File: config.mk
export PLATFORM = sky130hd
export DESIGN_NAME = l2_conv_accum_requant
export DESIGN_NICKNAME = d
export VERILOG_FILES = /design/src/rtl/l2_conv_accum_requant.sv
export SDC_FILE = /design/constraint.sdc
export NUM_CORES = 1
export LEC_CHECK = 0
export ABC_AREA = 1
export BUFFER_PORTS_ARGS = -buffer_cell sky130_fd_sc_hd__buf_2
export CORE_ASPECT_RATIO = 0.6
export CORE_MARGIN = 2
export CORE_UTILIZATION = 40
export CTS_BUF_LIST = sky130_fd_sc_hd__clkbuf_8
export CTS_CLUSTER_SIZE = 16
export DETAILED_ROUTE_END_ITERATION = 8
export RECOVER_POWER = 25
export SLEW_MARGIN = 25
export SYNTH_ARGS = -nofsm -noshare
export SYNTH_HDL_FRONTEND = slang
export SYNTH_SLANG_ARGS = --single-unit
File: constraint.sdc
create_clock -name clk -period 8.08 [get_ports clk]
set_clock_uncertainty 0.15 [all_clocks]
set_input_delay 0.808 -clock clk [delete_from_list [all_inputs] [get_ports clk]]
set_output_delay 0.808 -clock clk [all_outputs]
set_load 0.02 [all_outputs]
File: src/rtl/l2_conv_accum_requant.sv
// l2_conv_accum_requant
// Accumulates GROUPS signed partial sums from the L2 adder tree per output
// pixel, adds a per-pixel bias on the first beat, then applies ReLU,
// round-half-up right shift and unsigned saturation. Emits one activation
// per pixel with a single-cycle valid pulse.
//
// Ports:
//   clk        clock, rising edge
//   rst        synchronous reset, active-high
//   vbit_i     partial-sum beat valid (no backpressure)
//   data_i     signed partial sum
//   bias_i     signed bias, used on the first beat of a pixel only
//   clr_i      synchronous abort of the current pixel
//   data_o     unsigned activation (registered, holds while vbit_o=0)
//   vbit_o     one-cycle pulse per completed pixel
//   grp_cnt_o  beats received for the current pixel
module l2_conv_accum_requant #(
  parameter int unsigned IN_W   = 22,
  parameter int unsigned GROUPS = 4,
  parameter int unsigned BIAS_W = 16,
  parameter int unsigned ACC_W  = 25,
  parameter int unsigned SHIFT  = 8,
  parameter int unsigned OUT_W  = 8,
  localparam int unsigned CNT_W = (GROUPS > 1) ? $clog2(GROUPS) : 1
) (
  input  logic              clk,
  input  logic              rst,
  input  logic              vbit_i,
  input  logic [IN_W-1:0]   data_i,
  input  logic [BIAS_W-1:0] bias_i,
  input  logic              clr_i,
  output logic [OUT_W-1:0]  data_o,
  output logic              vbit_o,
  output logic [CNT_W-1:0]  grp_cnt_o
);

  // One extra bit so the rounding constant cannot overflow a positive sum
  localparam int unsigned RW       = ACC_W + 1;
  localparam int unsigned SHIFT_M1 = (SHIFT > 0) ? SHIFT - 1 : 0;
  localparam logic [RW-1:0] RND     = (SHIFT > 0) ? (RW'(1) << SHIFT_M1) : RW'(0);
  localparam logic [RW-1:0] OUT_MAX = RW'((64'd1 << OUT_W) - 64'd1);
  localparam logic [CNT_W-1:0] LAST_GRP = CNT_W'(GROUPS - 1);

  logic signed [ACC_W-1:0] acc, acc_nxt;
  logic [CNT_W-1:0]        grp_cnt, grp_cnt_nxt;
  logic [OUT_W-1:0]        data_nxt;
  logic                    vbit_nxt;

  logic signed [ACC_W-1:0] base_c;
  logic signed [ACC_W-1:0] sum_c;
  logic [RW-1:0]           rounded_c;
  logic [RW-1:0]           shifted_c;
  logic [OUT_W-1:0]        q_c;

  // Running sum including the current beat; bias replaces acc on group 0
  always_comb begin
    base_c = (grp_cnt == '0) ? ACC_W'($signed(bias_i)) : acc;
    sum_c  = base_c + ACC_W'($signed(data_i));
  end

  // Requantisation: ReLU, round-half-up shift, unsigned saturation
  always_comb begin
    rounded_c = {1'b0, sum_c} + RND;
    shifted_c = rounded_c >> SHIFT;
    q_c       = '0;
    if (!sum_c[ACC_W-1] && (sum_c != '0)) begin
      if (shifted_c > OUT_MAX) q_c = OUT_MAX[OUT_W-1:0];
      else                     q_c = shifted_c[OUT_W-1:0];
    end
  end

  // Next-state: clr_i beats a coincident beat; data_o holds unless a pixel ends
  always_comb begin
    acc_nxt     = acc;
    grp_cnt_nxt = grp_cnt;
    data_nxt    = data_o;
    vbit_nxt    = 1'b0;
    if (clr_i) begin
      acc_nxt     = '0;
      grp_cnt_nxt = '0;
    end else if (vbit_i) begin
      if (grp_cnt == LAST_GRP) begin
        acc_nxt     = '0;
        grp_cnt_nxt = '0;
        data_nxt    = q_c;
        vbit_nxt    = 1'b1;
      end else begin
        acc_nxt     = sum_c;
        grp_cnt_nxt = grp_cnt + CNT_W'(1);
      end
    end
  end

  // State and output registers
  always_ff @(posedge clk) begin
    if (rst) begin
      acc     <= '0;
      grp_cnt <= '0;
      data_o  <= '0;
      vbit_o  <= 1'b0;
    end else begin
      acc     <= acc_nxt;
      grp_cnt <= grp_cnt_nxt;
      data_o  <= data_nxt;
      vbit_o  <= vbit_nxt;
    end
  end

  assign grp_cnt_o = grp_cnt;

endmodule

==> reports/metrics.cfg <==
[status]
outcome = finished, final reports clean

[sta]
fin_crit_ps = 5190
hold_violations = 0
rsz0062_at_grt = false
worst_slack_ps = 2890
fin_tns_setup_ps = 0
timing.final.crit_share_pct = 64.3
max_freq_mhz = 193
slew_viol_final = 0
worstMarginPinSlew_ps = 970
setup_viol = 0
relSlewSlack_pct = 35.3

[die]
fp-row-count = 28
fp.dieArea_mm2 = 0.0113
initial_utilization_pct = 41.8
pin_count = 53
core_mm2 = 0.00998
chipHeight_um = 83.1
die_w_um = 136

[power_and_ir_drop]
swShare_pct = 45.2
combPwrFrac_pct = 51.4
p_leak_nw = 2.41
power_frac_clock_pct = 26.4
p_seq_share_pct = 22.2
p_sw_mw = 0.385
pwr_density_cell_mw_per_mm2 = 181
irDropWorstVdd_mv = 0.113
power.internal_mw = 0.467

[route]
postRouteWirelength_mm = 14.5
dr.first_iter.drc_count = 569
viasPerCell = 5.28
drc = 0
ant_nets = 0
post_drt_wl_per_cell_um = 15.5
dr_total_vias = 4931
drtPass1Iterations = 6

[global_route]
grt_max_degree = 30
grt_pass1_vias = 4418
global_route.usage.total_pct = 25.9
grt_pass1_wl_mm = 22.8
grt_antenna_before_repair = 0
overflow = 0

[placement]
numPortBuffers = 52
dp_hpwl_mm = 12.1
post-place-ws_ps = 3010
place_inst = 926
gp_congestion = 1.01

[final_layout]
final-seq-area_um2 = 721
antenna_cells = 0
fillers = 1136
multi_input_area_mm2 = 0.00303
layoutNonFillerInstCount = 934
nNetsFinal = 868
drive_gt1_share_pct = 14.4
syn_to_final_growth_pct = 12.8

[synthesis]
yosysTopAreaCell = nand2_1
syn-mean-instance-area_um2 = 5.56
ys_seq_area_share_pct = 17.3
synth.area.top_cells = nand2_1 28%, dfxtp_1 17%, ha_1 8.1%
yosys_warnings = 0
yosysTopAreaCellShare_pct = 27.6
synth.distinct_cells = 31
syn_area_mm2 = 0.00417
synth_cells = 750
async_flop_share_pct = 0
syn_nets = 820
synth_edf_count = 0
synth-seq-cells = 36
synthFlopType = dfxtp_1

[setup_path]
critPathLaunchType = flip-flop
worstPathRequired_ps = 8110
critPathMaxFanout = 27
arrival_ps = 5230
end_kind = flip-flop
crit_type = reg2reg

[clock_network]
cts.htree.levels = 2
root_buffer = clkbuf_8
cts_hold_buf = 0
clk_latency_ps = 300
post_cts_buffers = 0
path_clk_slew_ps = 80
clock-sinks = 36
cts_tree = yes
cts_resized = 0
cts_buffer_depth = 2
cts_buffers = 5

[run]
drv_cap = 0

[min_path]
hold_class = reg2reg

==> power by group through the flow <==
stage,Sequential (mW),Clock [mW],Combinational [mW]
final,0.189,0.225,0.437
after detailed placement,0.193,0,0.422
after CTS,0.189,0.229,0.424
after global routing,0.190,0.236,0.482
after floorplan,0.193,0,0.305
after global placement,0.193,0,0.419
==> synth_stat cells (all sizes together), types with 2 or more instances <==
library cell	count
nor4	2
nor2	82
xnor2	6
nand3	53
o21ai	7
a21oi	55
or2	2
dfxtp	36
clkbuf	10
nand2	326
buf	2
xor2	8
nand3b	2
ha	27
inv	100
nand4	18
nor3	9
==> worst paths after layout <==
check / depth (start not counted) / slack [ps] / start / end
worst max register to register: 23 / 2890 / grp_cnt_o[0] / data_o[1]
worst min register to register: 2 / 320 / acc[1] / acc[1]
worst max-delay path: 23 / 2890 / grp_cnt_o[0] / data_o[1]
worst min-delay path: 2 / 320 / acc[1] / acc[1]
==> worst max-delay path, cell delays in order, from the launching register on <==
cell     delay (ps)
dfxtp_1         330
inv_1            90
ha_1            800
inv_1           520
nor2_2          560
nor2_1          180
ha_1            450
nand2_1         150
nor2_1          170
inv_1            60
nor2_1          130
nand3_1         140
nand3_1         120
nand2_1          70
nand2_2         170
nand2_1         120
nor3_2          220
nand2_1          80
nand2_1          50
nand2_1          90
nor2_4          180
nand4_1         110
nand2_1          80
a21oi_1          60
==> cell type report <==
class,instances,share of cell area [%]
well taps,135,3.59
flip-flops and latches,36,15.3
clock buffers,5,1.46
repair buffers,53,5.39
inverters,101,8.05
multi-input cells,601,64.3
clock inverters,3,1.91
==> metrics by stage <==
stage / area, um2 / utilization, % / total power [mW] / hold slack [ps]
2_1_floorplan: 4170 / - / 0.498 / 295
3_3_place_gp: 4560 / 45.7 / 0.612 / 302
3_5_place_dp: 4560 / 45.7 / 0.615 / 303
4_1_cts: 4720 / 47.3 / 0.842 / 316
5_1_grt: 4710 / 47.2 / 0.908 / 337
6_report: 4710 / 47.2 / 0.851 / 317
==> kinds of logic (layout without fill, tap and decap cells) <==
logic type | after synthesis | after routing | synth area share (%)
compound gates | 65 | 65 | 8.79
xor+xnor | 14 | 14 | 3.12
fa+ha+maj | 28 | 28 | 8.58
buf+inv | 113 | 162 | 10.2
flops | 36 | 36 | 17.3
simple gates | 494 | 494 | 52.1
==> cell usage in the layout, fill, tap and decap left out, types with 6 or more instances in the layout <==
cell type / instances
clkbuf_1: 11
o21ai_0: 7
xor2_1: 7
nand2_1: 307
nor2_4: 8
ha_1: 27
buf_2: 41
xnor2_1: 6
nand3_1: 45
nand4_1: 18
nor2_2: 8
dfxtp_1: 36
nor2_1: 66
inv_2: 12
a21oi_1: 51
nand2_2: 19
nand3_2: 8
inv_1: 88
nor3_1: 7
==> metal layers <==
layer	vias to the layer above	GRT usage, %	share of wire (%)
met5	-	0	0
met1	2221	42.8	51
met4	0	4.73	1.1
li1	2449	-	-
met2	244	34.0	36
met3	17	4.64	11
==> state kept, by name, indices dropped and copies added, names as in the netlist <==
signal	flops
acc	25
data_o	8
grp_cnt_o	2
vbit_o	1
Note: power is estimated with default switching activity, not from simulation.
